`src/rtl/result_tx_pkg.sv`:
```
// Shared types and defaults for the result stream transmitter.
package result_tx_pkg;

  localparam int DEF_DATA_W     = 32;
  localparam int DEF_FIFO_DEPTH = 8;
  localparam int DEF_FRAME_LEN  = 8;

  // Wide enough for any stream up to 1024 bits; users slice DATA_W/8 bits.
  localparam int TKEEP_MAX_W = 128;
  localparam logic [TKEEP_MAX_W-1:0] TKEEP_ALL_ONES = '1;

  typedef enum logic [1:0] {
    ST_IDLE   = 2'd0,
    ST_STREAM = 2'd1,
    ST_DONE   = 2'd2
  } tx_state_e;

endpackage

```
`src/rtl/result_fifo.sv`:
```
// First-word-fall-through result buffer. The head is the registered word at
// the read pointer; a word written at an edge appears at the head only after
// that edge (no write-to-read bypass).
module result_fifo #(
  parameter int DATA_W = 32,
  parameter int DEPTH  = 8
) (
  input  logic              clk,
  input  logic              rst_n,
  input  logic              push,
  input  logic [DATA_W-1:0] push_data,
  input  logic              pop,
  output logic [DATA_W-1:0] head,
  output logic              empty,
  output logic              full
);

  localparam int PTR_W = (DEPTH > 1) ? $clog2(DEPTH) : 1;
  localparam int CNT_W = PTR_W + 1;

  logic [DATA_W-1:0] mem_q [DEPTH];
  logic [PTR_W-1:0]  wr_ptr_q, wr_ptr_d;
  logic [PTR_W-1:0]  rd_ptr_q, rd_ptr_d;
  logic [CNT_W-1:0]  count_q, count_d;
  logic              do_push, do_pop;

  assign empty = (count_q == '0);
  assign full  = (count_q == CNT_W'(DEPTH));
  assign head  = mem_q[rd_ptr_q];

  // Qualify requests, advance power-of-two pointers and track occupancy.
  always_comb begin
    do_pop   = pop && !empty;
    do_push  = push && (!full || do_pop);
    wr_ptr_d = wr_ptr_q;
    rd_ptr_d = rd_ptr_q;
    count_d  = count_q;
    if (do_push) wr_ptr_d = wr_ptr_q + PTR_W'(1);
    if (do_pop)  rd_ptr_d = rd_ptr_q + PTR_W'(1);
    case ({do_push, do_pop})
      2'b10:   count_d = count_q + CNT_W'(1);
      2'b01:   count_d = count_q - CNT_W'(1);
      default: count_d = count_q;
    endcase
  end

  // Pointer and occupancy registers; reset empties the buffer.
  always_ff @(posedge clk or negedge rst_n) begin
    if (!rst_n) begin
      wr_ptr_q <= '0;
      rd_ptr_q <= '0;
      count_q  <= '0;
    end else begin
      wr_ptr_q <= wr_ptr_d;
      rd_ptr_q <= rd_ptr_d;
      count_q  <= count_d;
    end
  end

  // Storage array; contents are don't-care while the occupancy says empty.
  always_ff @(posedge clk) begin
    if (do_push) mem_q[wr_ptr_q] <= push_data;
  end

endmodule

```
`src/rtl/result_stream_tx.sv`:
```
// Buffers accumulator results and sends them as fixed-length AXI-Stream
// frames to the DMA write channel, with a frame-done interrupt and a sticky
// overflow flag for results lost while the buffer was full.
module result_stream_tx
  import result_tx_pkg::*;
#(
  parameter int DATA_W     = DEF_DATA_W,
  parameter int FIFO_DEPTH = DEF_FIFO_DEPTH,
  parameter int FRAME_LEN  = DEF_FRAME_LEN
) (
  input  logic                  i_clk,
  input  logic                  i_rst,
  input  logic [DATA_W-1:0]     i_data,
  input  logic                  i_data_valid,
  output logic [DATA_W-1:0]     m_axis_tdata,
  output logic [DATA_W/8-1:0]   m_axis_tkeep,
  output logic                  m_axis_tvalid,
  input  logic                  m_axis_tready,
  output logic                  m_axis_tlast,
  output logic                  o_intr,
  output logic                  o_overflow
);

  localparam int BEAT_W = (FRAME_LEN > 1) ? $clog2(FRAME_LEN) : 1;
  localparam logic [BEAT_W-1:0] LAST_BEAT = BEAT_W'(FRAME_LEN - 1);

  tx_state_e         state_q, state_d;
  logic [BEAT_W-1:0] beat_q, beat_d;
  logic              overflow_q, overflow_d;

  logic              fifo_empty, fifo_full;
  logic [DATA_W-1:0] fifo_head;
  logic              stream_valid;
  logic              handshake;
  logic              push;
  logic              drop;

  // Handshake: a beat transfers at a rising edge where tvalid and tready are
  // both high. tvalid depends only on registered state, so once raised it
  // holds (with tdata/tlast) until that edge; only a handshake pops the head.
  assign stream_valid = (state_q == ST_STREAM) && !fifo_empty;
  assign handshake    = stream_valid && m_axis_tready;

  // A full buffer still takes a result when the head leaves in the same cycle.
  assign push = i_data_valid && (!fifo_full || handshake);
  assign drop = i_data_valid && fifo_full && !handshake;

  result_fifo #(
    .DATA_W (DATA_W),
    .DEPTH  (FIFO_DEPTH)
  ) u_fifo (
    .clk       (i_clk),
    .rst_n     (i_rst),
    .push      (push),
    .push_data (i_data),
    .pop       (handshake),
    .head      (fifo_head),
    .empty     (fifo_empty),
    .full      (fifo_full)
  );

  assign m_axis_tdata = fifo_head;
  assign m_axis_tkeep = TKEEP_ALL_ONES[DATA_W/8-1:0];
  assign o_overflow   = overflow_q;

  // Frame FSM: next state, beat counting and stream/interrupt outputs.
  always_comb begin
    state_d       = state_q;
    beat_d        = beat_q;
    m_axis_tvalid = 1'b0;
    m_axis_tlast  = 1'b0;
    o_intr        = 1'b0;
    case (state_q)
      ST_IDLE: begin
        if (!fifo_empty) state_d = ST_STREAM;
      end
      ST_STREAM: begin
        // An empty buffer mid-frame just stalls; the beat count is kept.
        m_axis_tvalid = stream_valid;
        m_axis_tlast  = stream_valid && (beat_q == LAST_BEAT);
        if (handshake) begin
          if (beat_q == LAST_BEAT) begin
            beat_d  = '0;
            state_d = ST_DONE;
          end else begin
            beat_d = beat_q + BEAT_W'(1);
          end
        end
      end
      ST_DONE: begin
        o_intr  = 1'b1;
        state_d = ST_IDLE;
      end
      default: state_d = ST_IDLE;
    endcase
  end

  // Overflow stays set from the first dropped result until reset.
  always_comb begin
    overflow_d = overflow_q | drop;
  end

  // State, beat count and overflow registers.
  always_ff @(posedge i_clk or negedge i_rst) begin
    if (!i_rst) begin
      state_q    <= ST_IDLE;
      beat_q     <= '0;
      overflow_q <= 1'b0;
    end else begin
      state_q    <= state_d;
      beat_q     <= beat_d;
      overflow_q <= overflow_d;
    end
  end

endmodule

```
`config.mk`:
```
export PLATFORM = sky130hd
export DESIGN_NAME = result_stream_tx
export DESIGN_NICKNAME = d
export VERILOG_FILES = /design/src/rtl/result_tx_pkg.sv /design/src/rtl/result_fifo.sv /design/src/rtl/result_stream_tx.sv
export SDC_FILE = /design/constraint.sdc
export NUM_CORES = 1
export LEC_CHECK = 0
export CAP_MARGIN = 20
export CORE_MARGIN = 10
export CORE_UTILIZATION = 50
export DETAILED_ROUTE_END_ITERATION = 16
export PLACE_DENSITY = 0.7
export SKIP_CTS_REPAIR_TIMING = 1
export SYNTH_ARGS = -nofsm -noshare
export SYNTH_HDL_FRONTEND = slang
export SYNTH_SLANG_ARGS = --single-unit
```
`constraint.sdc`:
```
create_clock -name i_clk -period 6.2 [get_ports i_clk]
set_input_delay 0.93 -clock i_clk [delete_from_list [all_inputs] [get_ports i_clk]]
set_output_delay 0.93 -clock i_clk [all_outputs]
set_load 0.02 [all_outputs]
```
==> results of run 1 <==
[cell usage after synthesis]
| cell | n |
|---|---|
| nand2_1 | 4 |
| buf_4 | 4 |
| buf_8 | 2 |
| edfxtp_1 | 256 |
| mux2i_1 | 1 |
| ha_1 | 7 |
| nor2b_1 | 1 |
| nor3b_1 | 1 |
| mux4_2 | 39 |
| buf_2 | 7 |
| nor4b_1 | 1 |
| xnor2_1 | 5 |
| nor2_1 | 6 |
| nor4_1 | 2 |
| conb_1 | 1 |
| nor3_1 | 6 |
| a2111oi_0 | 1 |
| mux2_2 | 34 |
| and2_1 | 2 |
| buf_6 | 2 |
| xor2_1 | 4 |
| a21oi_1 | 1 |
| clkbuf_1 | 5 |
| a21o_1 | 1 |
| nand3_1 | 5 |
| or3b_2 | 1 |
| buf_12 | 2 |
| dfrtp_1 | 16 |
| nor4bb_1 | 1 |
| buf_1 | 1 |
| nand3b_1 | 3 |
| nand2b_1 | 1 |
| nor4_2 | 1 |
| mux4_1 | 25 |
| mux2_1 | 4 |
| and3_1 | 1 |
[power groups by stage]
stage | Combinational, mW | Clock, mW | Sequential [mW]
3_3_place_gp | 1.87 | 0 | 2.67
3_5_place_dp | 1.89 | 0 | 2.69
2_1_floorplan | 1.40 | 0 | 2.45
6_report | 1.86 | 1.69 | 2.64
5_1_grt | 1.99 | 1.81 | 2.69
4_1_cts | 1.90 | 1.73 | 2.66
[layout make-up]
| type | instances | area [sq um] | area share [%] |
|---|---|---|---|
| Multi-Input combinational cell | 162 | 2430 | 19.3 |
| Clock inverter | 16 | 198 | 1.57 |
| Antenna cell | 1 | 2.50 | 0.0198 |
| Timing Repair Buffer | 83 | 801 | 6.35 |
| Sequential cell | 272 | 8090 | 64.1 |
| Tap cell | 275 | 344 | 2.73 |
| Clock buffer | 35 | 748 | 5.93 |
[cell usage in the layout, fill, tap and decap left out, types with 3 or more instances in the layout]
cell	instances
clkdlybuf4s50_1	71
nor2_1	3
mux2_1	4
edfxtp_1	256
mux2_2	34
mux4_2	39
conb_1	4
nand3b_1	3
ha_1	7
nor2_4	3
nor3_2	4
bufinv_16	5
mux4_1	25
clkbuf_16	29
clkinv_1	8
xor2_1	4
nand3_1	5
buf_4	12
dfrtp_1	13
clkbuf_1	6
xnor2_1	5
nand2_1	4
[routing by layer]
layer | routed length (um) | share of wire [%] | global-route usage [%] | up-vias
li1 | - | - | - | 2111
met1 | 8120 | 42 | 17.8 | 2554
met2 | 10000 | 51 | 24.0 | 117
met3 | 1120 | 5.7 | 3.12 | 26
met4 | 265 | 1.4 | 3.24 | 0
met5 | 0 | 0 | 0 | -
[state kept, by name (all words and copies together) (netlist names)]
register	count
beat_q	3
o_overflow	1
state_q	2
u_fifo.count_q	4
u_fifo.mem_q	256
u_fifo.rd_ptr_q	3
u_fifo.wr_ptr_q	3
[kinds of logic after synthesis]
kind of cell / count (synthesis)
AO/OA/AOI/OAI: 3
XOR/XNOR: 9
adder cells (fa/ha/maj): 7
buffers and inverters: 23
flip-flops: 272
multiplexers: 103
other: 1
AND/OR/NAND/NOR: 36
[per-stage QoR]
step	cell area (sq um)	power, mW
3_3_place_gp	11700	4.53
6_report	12600	6.19
2_1_floorplan	10700	3.86
5_1_grt	12600	6.49
4_1_cts	12600	6.28
3_5_place_dp	11700	4.58
[worst max path at each step]
| stage | start | end | depth (start not counted) |
|---|---|---|---|
| finish | u_fifo.rd_ptr_q[0] | m_axis_tdata[11] | 4 |
| global route | u_fifo.rd_ptr_q[0] | m_axis_tdata[11] | 4 |
| CTS | u_fifo.rd_ptr_q[0] | m_axis_tdata[11] | 4 |
| detailed placement | u_fifo.rd_ptr_q[0] | m_axis_tdata[11] | 4 |
| global placement | u_fifo.rd_ptr_q[0] | m_axis_tdata[11] | 4 |
| floorplan | m_axis_tready | u_fifo.mem_q[4][0] | 3 |
==> flow_summary.yaml, run 1 <==
run_status:
  outcome: "completed"
place:
  place_inst: 792
  dp_hpwl_mm: 11.3
  place.port_buffers: 71
  gp_congestion: 0.726
  pre_cts_slack_ns: 2.26
floorplanning:
  floorplan.core_area_sq_um: 21000
  boundaryPins: 76
  die_height_um: 166
  num_rows: 53
  initial_utilization_pct: 50.8
  die_width_um: 166
  die-area_sq_um: 27500
sta:
  fin_ws_ns: 1.80
  finalWorstPathRequiredPeriod_ns: 4.40
  fmaxAchievable_mhz: 227
  finalSetupViolations: 0
  finalHoldViolCount: 0
  final.period_utilization_pct: 71.0
  final.hold.worst_slack_ns: 0.493
  fin_skew_ns: 0.00836
  finalSetupTns_ns: 0
  rsz0062_at_grt: "false"
  report.final.slew_viol_count: 0
  tightest_slew_ns: 1.05
  timing.slew.headroom_pct: 29.6
grt:
  via_count_of_the_first_global_routing_pass: 5195
  grt_remaining_overflow: 0
  antenna_found_initial: 1
  grtUsageTotal_pct: 14.0
  grt_first_pass_wirelength_mm: 30.8
  grt_max_degree: 54
setup_path:
  critPathArrivalTime_ns: 3.47
  start_kind: "flop"
  critPathCaptureType: "output pin"
  worst-r2r-cell-count: 10
  critical_path.cell_chain: "buf_4 -> mux4_1 -> mux2_2 -> clkdlybuf4s50_1"
  cpMaxStageDelayCell: "dfrtp_4"
  worst_r2r_startpoint: "u_fifo.count_q[0]"
  slowest_delay_ns: 1.11
  crit_reg_reg_endpoint: "u_fifo.count_q[2]"
  crit_path_max_delay_family: "flip-flops"
  worstSetupPathType: "reg2out"
  worstPathRequired_ns: 5.27
  ff2ff_setup_slack_ns: 3.23
  critPathBufInv: 2
  crit_path_max_fanout: 53
cells_and_area:
  final_layout_size_suffix_gt1_share_pct: 23.8
  areaGrowthSynthToFinish_pct: 18.6
  final_core_util_pct: 60.2
  final_net_count: 590
  post_layout_nonfiller_instances: 844
  total_of_fill_cells_in_the_finished_design: 1503
run:
  max_cap_violations: 0
drt:
  detail_route.vias_per_cell: 5.70
  drt_wl_total_mm: 19.6
  vias: 4808
  initialDrtViolationCount: 266
  route.detailed.wl_per_inst_um: 23.2
  drtAntennaViolNets: 0
  first_pass_iters: 4
  drt_drc_violations_left: 0
hold_path:
  hold_class: "reg2reg"
  hold_start: "o_overflow"
  worstHoldPathCells: 1
  min_to: "o_overflow"
clock_network:
  clk_latency_ns: 0.52
  cts-root-buf: "clkbuf_16"
  clkTransAtPathRegs_ns: 0.06
  cts.path.max_buffers: 3
  h_tree_levels: 1
  clock_sinks: 272
  cts_tree: "done"
  cts_inserted_buffers: 28
synthesis:
  ys_types: 36
  dominant_combinational_cell_family_by_area_after_synthesis: "multiplexers"
  synthXorXnorAreaFrac_pct: 0.741
  postSynthRegisterBits: 272
  yosysWarnings: 0
  top_post_synthesis_cells_by_area: "edfxtp_1 72%, mux4_2 8.3%, mux4_1 6.2%"
  synth-compound-area-share_pct: 0.200
  post_synth_and_or_nand_nor_area_fraction_pct: 1.94
  synth.mux.area_fraction_pct: 18.5
  synth_area_leader_cell: "edfxtp_1"
  synth_adder_area_share_pct: 0.823
  synth.avg_cell_area_sq_um: 23.4
  netlist.area_leader.share_pct: 72.3
  synth-seq-area-share_pct: 76.0
  netlist_instances: 454
  syn-cell-area_sq_um: 10600
power:
  power_report.internal_total_mw: 4.40
  power_frac_comb_pct: 30.0
  ir_worst_vdd_mv: 0.360
  clkPwrFrac_pct: 27.3
  netSwitchingPower_mw: 1.78
  power_switching_share_pct: 28.8
  power_leakage_nw: 4.15
  power.density_cell_area_nw_per_um2: 490
  power.share.sequential_pct: 42.7
No activity file was read; power rests on OpenSTA's default activity.
==> run 2: changes to the inputs <==
- PLACE_DENSITY: 0.7 -> 0.72
- clock period: 6.2 -> 3.7 ns (I/O delays scaled with it)
==> run 2 against run 1 <==
Global-route usage is 0.088 points higher. Die area stayed put. Non-clock buffer count is 6 higher. Clock skew is 0.0094 ns higher. Clock-buffer cell count is 13 higher. Wire length is 1.1% higher.
==> flow_summary.yaml, run 2 (synthesis gave the netlist of run 1 again) <==
setup_path:
  worst_setup_path_startpoint: "u_fifo.rd_ptr_q[0]"
  crit_path_max_fanout: 17
  crit_reg_reg_endpoint: "u_fifo.count_q[2]"
  critPathCaptureType: "output pin"
  start_kind: "flop"
  worstSetupPathType: "reg2out"
  worst-r2r-cell-count: 10
  worst_r2r_startpoint: "u_fifo.count_q[1]"
  critPathArrivalTime_ns: 2.93
  worstPathRequired_ns: 3.14
  ff2ff_setup_slack_ns: 1.13
  critical_path.endpoint: "m_axis_tdata[9]"
drt:
  vias: 4737
  initialDrtViolationCount: 261
  drtAntennaViolNets: 0
  detail_route.vias_per_cell: 5.59
  drt_wl_total_mm: 19.8
  drt_drc_violations_left: 0
  first_pass_iters: 4
  route.detailed.wl_per_inst_um: 23.3
power:
  ir_worst_vdd_mv: 0.481
  power_leakage_nw: 4.16
  totalPowerFinal_mw: 10.2
  clkPwrFrac_pct: 25.2
  netSwitchingPower_mw: 2.99
  power.density_cell_area_nw_per_um2: 806
  power_report.internal_total_mw: 7.21
  power_frac_comb_pct: 33.0
  power.share.sequential_pct: 41.8
  power_switching_share_pct: 29.3
cells_and_area:
  antenna-diode-count: 0
  top_regs: "u_fifo.mem_q (256), u_fifo.count_q (4)"
  post_layout_nonfiller_instances: 848
  final_net_count: 595
  most_common_library_cell_in_the_layout_ignoring_fill_and_taps: "edfxtp_1"
  final_core_util_pct: 60.3
  total_of_fill_cells_in_the_finished_design: 1472
  areaGrowthSynthToFinish_pct: 18.9
  reg_with_most_ffs: "u_fifo.mem_q"
  final_layout_size_suffix_gt1_share_pct: 24.8
  largest_register_ff_count: 256
  commonest_cells_after_routing_fill_and_taps_aside: "256 x edfxtp_1, 71 x clkdlybuf4s50_1, 39 x mux4_2, 34 x mux2_2, 27 x clkbuf_16"
sta:
  fin_ws_ns: 0.213
  fin_skew_ns: 0.0178
  finalSetupTns_ns: 0
  timing.slew.headroom_pct: 32.3
  finalWorstPathRequiredPeriod_ns: 3.49
  final.period_utilization_pct: 94.2
  report.final.slew_viol_count: 0
  fmaxAchievable_mhz: 287
  tightest_slew_ns: 1.02
  finalHoldViolCount: 0
  rsz0062_at_grt: "false"
  finalSetupViolations: 0
clock_network:
  cts.path.max_buffers: 3
  clock_sinks: 272
  cts_tree: "done"
  clk_latency_ns: 0.53
  clkTransAtPathRegs_ns: 0.06
  cts_inserted_buffers: 27
  cts-root-buf: "clkbuf_16"
  h_tree_levels: 1
floorplanning:
  num_rows: 53
  floorplan.core_area_sq_um: 21000
  die-area_sq_um: 27500
  die_width_um: 166
  boundaryPins: 76
  die_height_um: 166
  initial_utilization_pct: 50.8
grt:
  grt_first_pass_wirelength_mm: 30.7
  grt_remaining_overflow: 0
  grtUsageTotal_pct: 14.1
  via_count_of_the_first_global_routing_pass: 5148
  antenna_found_initial: 0
  grt_max_degree: 53
place:
  dp_hpwl_mm: 11.6
  place.port_buffers: 71
  gp_congestion: 0.757
  place_inst: 798
  pre_cts_slack_ns: 0.695
run:
  max_cap_violations: 0
run_status:
  outcome: "completed"
hold_path:
  hold_class: "reg2reg"
## run 2: cell type report
| cell class | count | area (sq um) | area share [%] |
|---|---|---|---|
| sequential | 272 | 8090 | 64.0 |
| multi-input combinational | 162 | 2440 | 19.3 |
| timing repair buffer | 89 | 908 | 7.18 |
| clock buffer | 48 | 845 | 6.68 |
| tap | 275 | 344 | 2.72 |
| clock inverter | 2 | 13.8 | 0.109 |
## run 2: worst min path at each step
stage / startpoint / to / slack, ns / depth (start not counted)
CTS: o_overflow / o_overflow / 0.47 / 1
floorplan: i_rst / beat_q[0] / 0.26 / 0
global placement: o_overflow / o_overflow / 0.45 / 1
detailed placement: o_overflow / o_overflow / 0.45 / 1
finish: o_overflow / o_overflow / 0.46 / 1
global route: o_overflow / o_overflow / 0.49 / 1
## run 2: power by group through the flow
stage,Clock [mW],Combinational (mW),Sequential (mW)
floorplan,0,2.35,4.11
global placement,0,3.38,4.29
detailed placement,0,3.43,4.34
CTS,2.63,3.45,4.28
global route,2.76,3.61,4.32
finish,2.56,3.37,4.26
## run 2: worst max-delay path, cell delays in order, from the launching register on
cell and delay (ns):
dfrtp_4 0.64, buf_4 0.36, mux4_1 0.59, mux2_2 0.27, clkdlybuf4s50_1 0.55
## run 2: through the flow
step           hold slack [ns]  area [sq um]
6_report                 0.463         12600
5_1_grt                  0.492         12600
4_1_cts                  0.471         12600
3_5_place_dp             0.451         11800
3_3_place_gp             0.450         11800
2_1_floorplan            0.259         10700
## run 2: layer usage
layer / GRT usage [%] / routed length (um) / vias up
li1: - / - / 2126
met1: 18.1 / 7970 / 2454
met2: 24.1 / 10300 / 134
met3: 2.82 / 1210 / 23
met4: 3.43 / 275 / 0
met5: 0 / 0 / -
